==> src/rtl/alu_seq.sv <==
// Sequential 8-bit ALU feeding an increment-only accumulator.
// Commits result by emitting result - A as a one-cycle delta pulse.
module alu_seq (
    input  logic       clock,
    input  logic       reset,
    input  logic       start,
    input  logic [2:0] op,
    input  logic [7:0] operand,
    input  logic [7:0] acc_value,
    output logic       busy,
    output logic       done,
    output logic [7:0] result,
    output logic       carry,
    output logic       zero,
    output logic [7:0] acc_in,
    output logic       acc_update
);

    typedef enum logic [1:0] {
        IDLE,
        CALC,
        WRITE
    } state_t;

    state_t      state;
    logic [2:0]  op_r;
    logic [7:0]  a_r;
    logic [7:0]  b_r;
    logic [15:0] prod;
    logic [3:0]  count;

    logic [15:0] addend;
    logic [15:0] mul_next;
    logic [8:0]  sum;
    logic [8:0]  diff;
    logic [7:0]  alu_res;
    logic        alu_carry;
    logic        is_mul;
    logic        calc_done;

    // Operation result and the multiplier's next partial product.
    always_comb begin
        addend    = 16'h0000;
        if (b_r[count[2:0]])
            addend = {8'h00, a_r} << count[2:0];
        mul_next  = prod + addend;
        sum       = {1'b0, a_r} + {1'b0, b_r};
        diff      = {1'b0, a_r} - {1'b0, b_r};
        is_mul    = (op_r == 3'b111);
        calc_done = !is_mul || (count == 4'd7);
        alu_res   = 8'h00;
        alu_carry = 1'b0;
        unique case (op_r)
            3'b000: begin
                alu_res   = sum[7:0];
                alu_carry = sum[8];
            end
            3'b001: begin
                alu_res   = diff[7:0];
                alu_carry = diff[8];
            end
            3'b010: alu_res = a_r & b_r;
            3'b011: alu_res = a_r | b_r;
            3'b100: alu_res = a_r ^ b_r;
            3'b101: begin
                alu_res   = {a_r[6:0], 1'b0};
                alu_carry = a_r[7];
            end
            3'b110: begin
                alu_res   = {1'b0, a_r[7:1]};
                alu_carry = a_r[0];
            end
            3'b111: begin
                alu_res   = mul_next[7:0];
                alu_carry = |mul_next[15:8];
            end
        endcase
    end

    // Control FSM with registered flags, result and accumulator delta.
    always_ff @(posedge clock or posedge reset) begin
        if (reset) begin
            state      <= IDLE;
            op_r       <= 3'b000;
            a_r        <= 8'h00;
            b_r        <= 8'h00;
            prod       <= 16'h0000;
            count      <= 4'd0;
            busy       <= 1'b0;
            done       <= 1'b0;
            result     <= 8'h00;
            carry      <= 1'b0;
            zero       <= 1'b1;
            acc_in     <= 8'h00;
            acc_update <= 1'b0;
        end else begin
            unique case (state)
                IDLE: begin
                    done       <= 1'b0;
                    acc_update <= 1'b0;
                    acc_in     <= 8'h00;
                    if (start) begin
                        op_r  <= op;
                        a_r   <= acc_value;
                        b_r   <= operand;
                        prod  <= 16'h0000;
                        count <= 4'd0;
                        busy  <= 1'b1;
                        state <= CALC;
                    end
                end
                CALC: begin
                    if (is_mul) begin
                        prod  <= mul_next;
                        count <= count + 4'd1;
                    end
                    if (calc_done) begin
                        result     <= alu_res;
                        carry      <= alu_carry;
                        zero       <= (alu_res == 8'h00);
                        acc_in     <= alu_res - a_r;
                        acc_update <= 1'b1;
                        done       <= 1'b1;
                        state      <= WRITE;
                    end
                end
                WRITE: begin
                    acc_update <= 1'b0;
                    done       <= 1'b0;
                    acc_in     <= 8'h00;
                    busy       <= 1'b0;
                    state      <= IDLE;
                end
                default: state <= IDLE;
            endcase
        end
    end

endmodule

==> config.mk <==
export PLATFORM = sky130hd
export DESIGN_NAME = alu_seq
export DESIGN_NICKNAME = d
export VERILOG_FILES = /design/src/rtl/alu_seq.sv
export SDC_FILE = /design/constraint.sdc
export NUM_CORES = 1
export LEC_CHECK = 0
export ABC_CLOCK_PERIOD_IN_PS = 11850
export CORE_AREA = 2 2 102 129
export CTS_CLUSTER_SIZE = 28
export DETAILED_ROUTE_END_ITERATION = 7
export DIE_AREA = 0 0 104 131
export GPL_TIMING_DRIVEN = 0
export PLACE_DENSITY = 0.63
export SYNTH_ARGS = -nofsm -noshare
export SYNTH_HDL_FRONTEND = slang
export SYNTH_SLANG_ARGS = --single-unit
==> constraint.sdc <==
create_clock -name clock -period 11.85 [get_ports clock]
set_input_delay 1.7775 -clock clock [delete_from_list [all_inputs] [get_ports clock]]
set_output_delay 1.7775 -clock clock [all_outputs]
set_load 0.05 [all_outputs]
==> impl_metrics.yaml <==
timing:
  maxSlewHeadroom_pct: 45.4
  report.final.slew_viol_count: 0
  final_period_minus_worst_setup_slack_ns: 5.08
  setup_violations: 0
  final.period_utilization_pct: 42.9
  totalNegativeSetupSlack_ns: 0
  maxClockFrequency_ghz: 0.197
  hold_violations: 0
  setup_ws_ns: 6.77
  grt_setup_unrepaired: "no"
  fin_worst_skew_ns: 0.00638
  max_slew.worst_pin.slew_ns: 0.817
synthesis:
  post_synth_num_cell_types: 65
  ys_seq_area_share_pct: 31.4
  synth_enable_flop_cells: 0
  yosys_warnings: 0
  syn-num-nets: 646
  synth_area_mm2: 0.00486
  synth_flop_cell: "sky130_fd_sc_hd__dfrtp_1"
  syn_area_per_cell_um2: 8.49
  post_synthesis_sequential_element_count: 61
  synthesis.instances: 573
  async_flop_share_pct: 100
critical_path:
  data_required_critical_path_ns: 12.05
  worstPathMaxFanout: 7
  worstSetupStartpoint: "count[0]"
  worstPathArrival_ns: 5.28
  rr_worst_depth: 19
  internal_reg_to_reg_setup_slack_ns: 6.77
  cp-start-kind: "flop"
  end_kind: "flop"
  rr_startpoint: "count[0]"
  worstSetupPathType: "reg2reg"
  worstReg2RegEnd: "acc_in[7]"
clock_network:
  cts_root_buffer_type: "sky130_fd_sc_hd__clkbuf_16"
  number_of_resized_instances_in_the_post_cts_repair_step: 0
  htree_levels: 3
  tritoncts_clock_tree: "built"
  cts.clk_slew.worst_paths_ns: 0.05
  ctsHoldBuffers: 0
  cts_made_buffers: 9
  cts_setup_buffers: 0
  num_clock_sinks: 61
  cts-root-to-sink-buffers: 2
  clk_latency_ns: 0.34
floorplan:
  start_util_pct: 39.1
  ios: 43
  core_mm2: 0.0124
  floorplan.rows: 46
  die_width_um: 104
  die_height_um: 131
  floorplan.die_area_mm2: 0.0136
place:
  numPortBuffers: 42
  globalplace.congestion: 0.903
  place.detailed.hpwl_um: 11800
  place_worst_setup_slack_ns: 6.78
routing:
  routed-via-count: 4483
  route.final.wire_length_um: 14800
  avg_vias_per_cell: 5.60
  dr.pass1.iters: 5
  drt_drc_violations_left: 0
  final_antenna_net_count: 0
  drt_first_iter_violations: 237
  wire_per_inst_um: 18.5
final_layout:
  post_route_cells_drive_above_1_share_pct: 7.91
  antennaDiodeCount: 0
  design.final.nets: 700
  areaGrowthSynthToFinish_pct: 19.8
power_and_ir_drop:
  power.density_cell_area_mw_per_mm2: 335
  vdd_ir_drop_max_uv: 182
  power.leakage_nw: 2.57
worst_hold_path:
  hold_start: "result[7]"
  timing.hold.worst_path_depth: 2
  hold_path_end: "result[7]"
  min_path_type: "reg2reg"
global_routing:
  wire_length_of_the_first_global_routing_pass_um: 23600
  grt_start_max_net_pins: 37
  antenna_found_initial: 0
  vias_in_the_first_global_route: 4434
  grt.overflow.total: 0
  grt_use_total_pct: 22.6
run_status:
  result_of_the_run: "completed"
flow_run:
  max_cap_violations: 0
==> metal layers <==
layer  wire, um  up-vias  GRT usage, %  share of wire, %
met5          0        -             0                 0
met4        553        0          11.6               3.7
met2       7670      132          41.4                52
met3        655       43          3.57               4.4
li1           -     2153             -                 -
met1       5920     2155          25.6                40
==> cell type report <==
class,count,area (um^2)
timing repair buffer,43,440
inverter,38,143
multi-input combinational,447,3070
clock buffer,13,270
clock inverter,3,42.5
fill,1247,6610
sequential,61,1530
tap,168,210
buffer,27,124
==> synth_stat cells, types with 10 or more instances <==
master / instances / area share [%]
sky130_fd_sc_hd__a21oi_1: 38 / 3.9
sky130_fd_sc_hd__clkbuf_1: 16 / 1.2
sky130_fd_sc_hd__dfrtp_1: 60 / 31
sky130_fd_sc_hd__ha_1: 47 / 12
sky130_fd_sc_hd__inv_1: 37 / 2.9
sky130_fd_sc_hd__nand2_1: 70 / 5.4
sky130_fd_sc_hd__nand3_1: 18 / 1.9
sky130_fd_sc_hd__nor2_1: 45 / 3.5
sky130_fd_sc_hd__nor3_1: 11 / 1.1
sky130_fd_sc_hd__o21ai_0: 59 / 6.1
sky130_fd_sc_hd__o22ai_1: 13 / 1.7
sky130_fd_sc_hd__xnor2_1: 15 / 2.7
sky130_fd_sc_hd__xor2_1: 10 / 1.8
==> through the flow <==
step / utilization [%] / power (W) / std cells / cell area (um^2) / hold WS [ns]
after floorplan: - / 0.00129 / 573 / 4860 / 0.456
after global placement: 44.2 / 0.00164 / 783 / 5490 / 0.462
after detailed placement: 44.3 / 0.00167 / 784 / 5510 / 0.466
after CTS: 46.9 / 0.00195 / 800 / 5830 / 0.480
after global routing: 46.9 / 0.00211 / 800 / 5830 / 0.518
final: 46.9 / 0.00195 / 800 / 5830 / 0.475
==> critical path, cell delays in order (launching register included) <==
cell and delay, ns:
sky130_fd_sc_hd__dfrtp_1 0.50, sky130_fd_sc_hd__mux4_2 0.59, sky130_fd_sc_hd__nand2_1 0.17, sky130_fd_sc_hd__and2_1 0.14, sky130_fd_sc_hd__clkbuf_1 0.23, sky130_fd_sc_hd__a21oi_1 0.11, sky130_fd_sc_hd__ha_1 0.40, sky130_fd_sc_hd__nand2_1 0.15
sky130_fd_sc_hd__o21ai_0 0.22, sky130_fd_sc_hd__xor2_1 0.31, sky130_fd_sc_hd__a221o_1 0.27, sky130_fd_sc_hd__o22ai_1 0.09, sky130_fd_sc_hd__a211oi_1 0.48, sky130_fd_sc_hd__ha_1 0.37, sky130_fd_sc_hd__or2_2 0.29, sky130_fd_sc_hd__a21oi_1 0.14
sky130_fd_sc_hd__a21oi_1 0.06, sky130_fd_sc_hd__xnor2_1 0.19, sky130_fd_sc_hd__xnor2_1 0.14, sky130_fd_sc_hd__o21ai_0 0.09
==> cells by family (layout without fill, tap and decap cells) <==
kind of cell | count (synthesis) | after routing | synth area share [%]
AO/OA/AOI/OAI | 176 | 176 | 23.8
adder cells (fa/ha/maj) | 51 | 51 | 13.7
buffers and inverters | 65 | 124 | 5.48
AND/OR/NAND/NOR | 179 | 179 | 16.6
multiplexers | 16 | 16 | 4.45
flip-flops | 61 | 61 | 31.4
XOR/XNOR | 25 | 25 | 4.50
==> report_power, final <==
| part | internal, W | switching [W] | total, W |
|---|---|---|---|
| sequential | 0.000278 | 0.0000850 | 0.000363 |
| clock | 0.000180 | 0.0000974 | 0.000277 |
| combinational | 0.000503 | 0.000807 | 0.00131 |
==> how the worst max path moves through the flow <==
| stage | endpoint | depth (start not counted) |
|---|---|---|
| after global routing | acc_in[7] | 18 |
| final | acc_in[7] | 19 |
| after global placement | acc_in[7] | 19 |
| after floorplan | acc_in[7] | 19 |
| after CTS | acc_in[7] | 19 |
| after detailed placement | acc_in[7] | 19 |
==> registers in the layout, summed over array words and instances, names as in the netlist <==
name        count
b_r             8
acc_update      1
carry           1
zero            1
count           4
result          8
prod           16
acc_in          8
op_r            3
a_r             8
busy            1
state           2
==> placed cells by master (no fill, tap or decap), drive strengths merged, types with 5 or more instances in the layout <==
master,synthesis,routed
a21oi,40,40
clkdlybuf4s50,0,42
buf,11,12
inv,38,38
o21ai,63,63
mux2,5,5
clkbuf,16,29
nor2,46,46
ha,47,47
nor3,11,11
a211oi,6,6
nand3,18,18
a21o,5,5
dfrtp,60,60
nor2b,7,7
o22ai,13,13
nand2,70,70
nand2b,8,8
a22o,9,9
xnor2,15,15
xor2,10,10
mux2i,7,7
Note: power is estimated with default switching activity, not from simulation.
